--- config.mk ---
export PLATFORM = sky130hd
export DESIGN_NAME = reg_bank_arbiter
export DESIGN_NICKNAME = d
export VERILOG_FILES = /design/src/rtl/reg_bank_arbiter.sv
export SDC_FILE = /design/constraint.sdc
export NUM_CORES = 1
export LEC_CHECK = 0
export BUFFER_PORTS_ARGS = -buffer_cell sky130_fd_sc_hd__clkbuf_2
export CAP_MARGIN = 5
export CORE_ASPECT_RATIO = 1.4
export CORE_UTILIZATION = 41
export CTS_CLUSTER_SIZE = 8
export DETAILED_ROUTE_END_ITERATION = 16
export GPL_TIMING_DRIVEN = 0
export PLACE_DENSITY_LB_ADDON = 0.08
export SETUP_SLACK_MARGIN = 0.2
export SYNTH_ARGS = -nofsm -noshare
export SYNTH_HDL_FRONTEND = slang
export SYNTH_SLANG_ARGS = --single-unit
--- constraint.sdc ---
create_clock -name Clock -period 1.45 [get_ports Clock]
set_input_delay 0.0725 -clock Clock [delete_from_list [all_inputs] [get_ports Clock]]
set_output_delay 0.0725 -clock Clock [all_outputs]
set_load 0.005 [all_outputs]
--- src/rtl/reg_bank_arbiter.sv ---
// ---------------------------------------------------------------------------
// reg_bank_arbiter
//
// Round-robin arbiter and write sequencer for a single shared WIDTH-bit
// register. One requester at a time is granted, its data slice is captured
// into the shared register, and a one-cycle acknowledge is returned. Each
// write takes exactly three clock edges: grant (IDLE->WRITE), capture
// (WRITE->ACK), acknowledge (ACK->IDLE).
//
// Ports:
//   Clock    in   1        system clock, rising-edge active
//   Reset    in   1        asynchronous active-high reset
//   req      in   N        request lines, req[i] = requester i wants to write
//   wdata    in   N*WIDTH  packed data, requester i at wdata[i*WIDTH +: WIDTH]
//   lock     in   N        (only with REG_BANK_ARB_LOCK_EN) keep priority
//   grant    out  N        one-hot grant, zero when idle
//   ack      out  N        one-hot, one-cycle write-complete pulse
//   Q        out  WIDTH    shared register contents
//   busy     out  1        high whenever a transaction is in progress
//   last_id  out  IDW      index of the most recently written requester
//
// Optional feature macro: REG_BANK_ARB_LOCK_EN
//   Adds the lock port. A locked requester keeps top priority for up to four
//   consecutive writes before the pointer is forced past it.
// ---------------------------------------------------------------------------
module reg_bank_arbiter #(
    parameter int WIDTH = 8,
    parameter int N     = 4,
    parameter int IDW   = 2
) (
    input  logic               Clock,
    input  logic               Reset,
    input  logic [N-1:0]       req,
    input  logic [N*WIDTH-1:0] wdata,
`ifdef REG_BANK_ARB_LOCK_EN
    input  logic [N-1:0]       lock,
`endif
    output logic [N-1:0]       grant,
    output logic [N-1:0]       ack,
    output logic [WIDTH-1:0]   Q,
    output logic               busy,
    output logic [IDW-1:0]     last_id
);

    typedef enum logic [1:0] {
        IDLE  = 2'd0,
        WRITE = 2'd1,
        ACK   = 2'd2
    } state_e;

    localparam logic [N-1:0] ONE_N = {{(N-1){1'b0}}, 1'b1};

    state_e           state_q, state_d;
    logic [IDW-1:0]   ptr_q, ptr_d;
    logic [IDW-1:0]   win_q, win_d;
    logic [N-1:0]     grant_q, grant_d;
    logic [N-1:0]     ack_q, ack_d;
    logic [WIDTH-1:0] data_q, data_d;
    logic [IDW-1:0]   last_id_q, last_id_d;
    logic [IDW-1:0]   pick_id;
    logic [IDW-1:0]   ptr_next;

`ifdef REG_BANK_ARB_LOCK_EN
    logic [1:0]       run_q, run_d;
`endif

    // Winner search: walk from ptr upward with wrap. The loop runs from the
    // farthest offset down to zero so the closest requester overwrites.
    always_comb begin
        int idx;
        pick_id = '0;
        idx     = 0;
        for (int k = N - 1; k >= 0; k--) begin
            idx = int'(ptr_q) + k;
            if (idx >= N) idx = idx - N;
            if (req[idx]) pick_id = IDW'(idx);
        end
    end

    // Pointer value that makes the just-served requester lowest priority.
    always_comb begin
        int nxt;
        nxt = int'(win_q) + 1;
        if (nxt >= N) nxt = 0;
        ptr_next = IDW'(nxt);
    end

    // State register.
    always_ff @(posedge Clock or posedge Reset) begin
        if (Reset) state_q <= IDLE;
        else       state_q <= state_d;
    end

    // Next-state logic; req only matters in IDLE.
    always_comb begin
        state_d = state_q;
        case (state_q)
            IDLE:    if (req != '0) state_d = WRITE;
            WRITE:   state_d = ACK;
            ACK:     state_d = IDLE;
            default: state_d = IDLE;
        endcase
    end

    // Output/datapath next values. ack defaults low so the pulse set on the
    // ACK edge clears on the following edge.
    always_comb begin
        grant_d   = grant_q;
        ack_d     = '0;
        data_d    = data_q;
        last_id_d = last_id_q;
        ptr_d     = ptr_q;
        win_d     = win_q;
`ifdef REG_BANK_ARB_LOCK_EN
        run_d     = run_q;
`endif
        case (state_q)
            IDLE: begin
                if (req != '0) begin
                    win_d   = pick_id;
                    grant_d = ONE_N << pick_id;
`ifdef REG_BANK_ARB_LOCK_EN
                    // A different winner breaks any locked run.
                    if (pick_id != win_q) run_d = '0;
`endif
                end
            end
            WRITE: begin
                data_d    = wdata[int'(win_q)*WIDTH +: WIDTH];
                last_id_d = win_q;
            end
            ACK: begin
                ack_d   = ONE_N << win_q;
                grant_d = '0;
`ifdef REG_BANK_ARB_LOCK_EN
                // Hold the pointer for at most four locked writes in a row.
                if (lock[win_q] && run_q != 2'd3) begin
                    run_d = run_q + 2'd1;
                end else begin
                    run_d = '0;
                    ptr_d = ptr_next;
                end
`else
                ptr_d = ptr_next;
`endif
            end
            default: grant_d = '0;
        endcase
    end

    // Registered outputs and arbitration state.
    always_ff @(posedge Clock or posedge Reset) begin
        if (Reset) begin
            grant_q   <= '0;
            ack_q     <= '0;
            data_q    <= '0;
            last_id_q <= '0;
            ptr_q     <= '0;
            win_q     <= '0;
`ifdef REG_BANK_ARB_LOCK_EN
            run_q     <= '0;
`endif
        end else begin
            grant_q   <= grant_d;
            ack_q     <= ack_d;
            data_q    <= data_d;
            last_id_q <= last_id_d;
            ptr_q     <= ptr_d;
            win_q     <= win_d;
`ifdef REG_BANK_ARB_LOCK_EN
            run_q     <= run_d;
`endif
        end
    end

    assign grant   = grant_q;
    assign ack     = ack_q;
    assign Q       = data_q;
    assign busy    = (state_q != IDLE);
    assign last_id = last_id_q;

endmodule

==> key figures <==
Worst setup path
  – Crit start category: register
  – Worst path cell trace: buf_8, mux4_2, mux2_4
  – CP Data Required Time: 1.61 ns
  – Arrival time at the worst endpoint: 1.60 ns
  – CP max-delay cell: mux4_2
  – Largest fanout on the critical path: 9
  – Max incr delay on CP: 0.51 ns
  – Setup slack, reg-to-reg: 0.004 ns
  – CP endpoint kind: register
  – Critical path class: reg -> reg

STA
  – Hold WS: -0.0284 ns
  – Worst rel slew slack: 39.4%
  – Clock Skew: 0.00567 ns
  – Worst slew pin tran: 0.908 ns
  – Final Slew Violations: 0
  – Unrepaired setup endpoints after global routing: yes
  – Setup violators final: 0
  – Max Freq: 692 MHz
  – Crit share post-route: 99.7%
  – Final Hold Violating Endpoints: 24
  – Setup TNS: 0 ns
  – Final worst slack: 0.00444 ns
  – Final min period: 1.45 ns

Global route
  – All-Layer GR Usage: 18.3%
  – Overflow after GRT: 0
  – Largest net degree at the start of global routing: 25
  – Initial antenna violation count: 0
  – Number of global-route vias before repair: 1,019
  – First-pass GRT wire length: 4190 um

Power and ir drop
  – Final total power: 3.68 mW
  – Pwr/cell area: 2090 nW/um2
  – Worst vdd ir: 1240 uV
  – Lkg Pwr: 0.888 nW

Logic synthesis
  – Number of flops mapped to enable cells by yosys: 0
  – Asr flop ratio synth: 100%
  – Post-synth top flop: dfrtp_1
  – Syn_area_per_cell: 14.1 um2
  – Yosys cell types: 28
  – Mapped Nets: 129
  – Cell area after synthesis: 1230 um2
  – Yosys top cell area share: 48.9%
  – Synthesized instance count: 87
  – Area contributors post-synth: dfrtp_1 (49%), mux4_2 (11%), mux2_4 (7.3%)
  – Yosys reg bits: 24
  – Leading area contributor after synthesis: dfrtp_1
  – Warnings from Yosys: 0
  – Seq/Total Area, Yosys: 48.9%

Final layout
  – Finished Cell Area: 1760 um2
  – Core Util, Final: 61.9%
  – Layout cell share with drive strength beyond 1: 68.2%
  – Final std cells w/o fill: 191
  – Area growth, synth to finish: 43.6%
  – Commonest non-fill, non-tap cell in the layout: clkbuf_2
  – # fillers: 246
  – Most frequent cells in the layout: clkbuf_2 (55), dfrtp_1 (21), mux4_2 (8), mux2_4 (6)
  – Antenna fix cells: 0
  – Final net count: 197

Drt
  – Via count: 957
  – 1st-pass router iterations: 3
  – WL per Instance: 14.8 um
  – Post-route ant nets: 0
  – Initial DRC count: 18
  – Drc violations: 0
  – Avg Vias per Cell: 5.01
  – Total routed wirelength: 2830 um

CTS
  – Latest clock arrival within the worst-skew pair: 0.26 ns
  – Root buf cell: clkbuf_8
  – CTS tree: built
  – Clock transition at path regs: 0.09 ns
  – Clock Path Buffers: 2
  – Sink Count: 24
  – H-tree depth: 1
  – CTS Hold Bufs: 0
  – Num CTS Buffers: 3

Floorplan
  – DIE AREA: 3220 um2
  – Floorplan row count: 23
  – Area of the core: 2850 um2
  – Die height: 66.7 um
  – Die W: 48.2 um
  – Initial Utilization: 43.1%
  – IO Count: 57

Run status
  – Failing checks: hold timing
  – Status: complete, but fails checks

Place
  – Gpl congestion: 0.706
  – Post-Place Cells: 180
  – Dpl ws: -0.121 ns
  – Post-DP HPWL: 2070 um
  – I/O Buffers: 56
  – DP Area: 1560 um2

Job
  – Max-cap violations: 0

Min path
  – Worst Hold Class: in -> async
-- cells by family (layout without fill, tap and decap cells) --
kind of cell	Yosys count	in the layout	share of synthesized area [%]
DFF	24	24	48.9
adders and majority gates	4	4	4.08
buffers and inverters	8	75	3.16
muxes	20	20	28.0
AOI/OAI and AO/OA	14	14	8.36
and+or+nand+nor	17	17	7.44
-- cell usage after synthesis (2+ instances only) --
| cell type | n |
|---|---|
| and2_1 | 4 |
| dfrtp_1 | 24 |
| o2bb2ai_1 | 2 |
| mux2_4 | 6 |
| nor2_1 | 4 |
| or2_1 | 2 |
| inv_1 | 5 |
| o21ai_0 | 2 |
| nand2_1 | 3 |
| nor2b_1 | 2 |
| mux2_2 | 5 |
| mux4_2 | 6 |
| a22o_1 | 2 |
| mux4_1 | 2 |
| ha_1 | 4 |
| a21oi_1 | 2 |
-- area by class of cell --
class                      count  area, um2  area share [%]
buffer                         3       40.0            2.27
clock buffer                   3       41.3            2.34
tap                           37       46.3            2.63
sequential                    24        604            34.3
clock inverter                 1       30.0            1.70
timing repair buffer          63        340            19.3
inverter                       5       18.8            1.06
multi-input combinational     55        642            36.4
-- final timing paths --
kind	cells after the start	startpoint	end
max	3	win_q[0]$_DFFE_PP0P_	Q[7]$_DFFE_PP0N_
min	2	Reset	last_id[1]$_DFFE_PP0N_
max reg2reg	3	win_q[0]$_DFFE_PP0P_	Q[7]$_DFFE_PP0N_
min reg2reg	1	grant[1]$_DFFE_PP0P_	grant[1]$_DFFE_PP0P_
max in group asynchronous	2	Reset	ptr_q[1]$_DFFE_PP0P_
min in group Clock	3	wdata[28]	Q[4]$_DFFE_PP0N_
-- registers in the layout, summed over array words and instances (netlist names) --
signal / count
Q: 8
ack: 4
grant: 4
last_id: 2
ptr_q: 2
state_q: 2
win_q: 2
-- metal layers --
metal / global-route usage, % / part of all wire [%]
met1: 19.9 / 39
met2: 33.3 / 54
met3: 3.79 / 6.9
met4: 5.21 / 0.64
met5: 0 / 0
-- timing repair --
action	4_1_cts	5_1_grt
hold endpoints to repair	0	0
pin swaps	4	2
setup endpoints to repair	17	18
resized for setup	11	17
cloned	0	1
buffers inserted	6	0
-- critical path: cells and delay by family, from the launching register on --
family,cells,cell delay (ns)
DFF,1,0.41
muxes,2,0.78
buffers and inverters,1,0.16
-- power breakdown --
group / switching, mW / internal (mW) / total, mW / leakage (nW)
registers: 0.222 / 0.980 / 1.20 / 0.297
logic: 0.754 / 1.14 / 1.90 / 0.555
clock network: 0.214 / 0.369 / 0.583 / 0.0357
total: 1.19 / 2.49 / 3.68 / 0.888
Note: power is estimated with default switching activity, not from simulation.
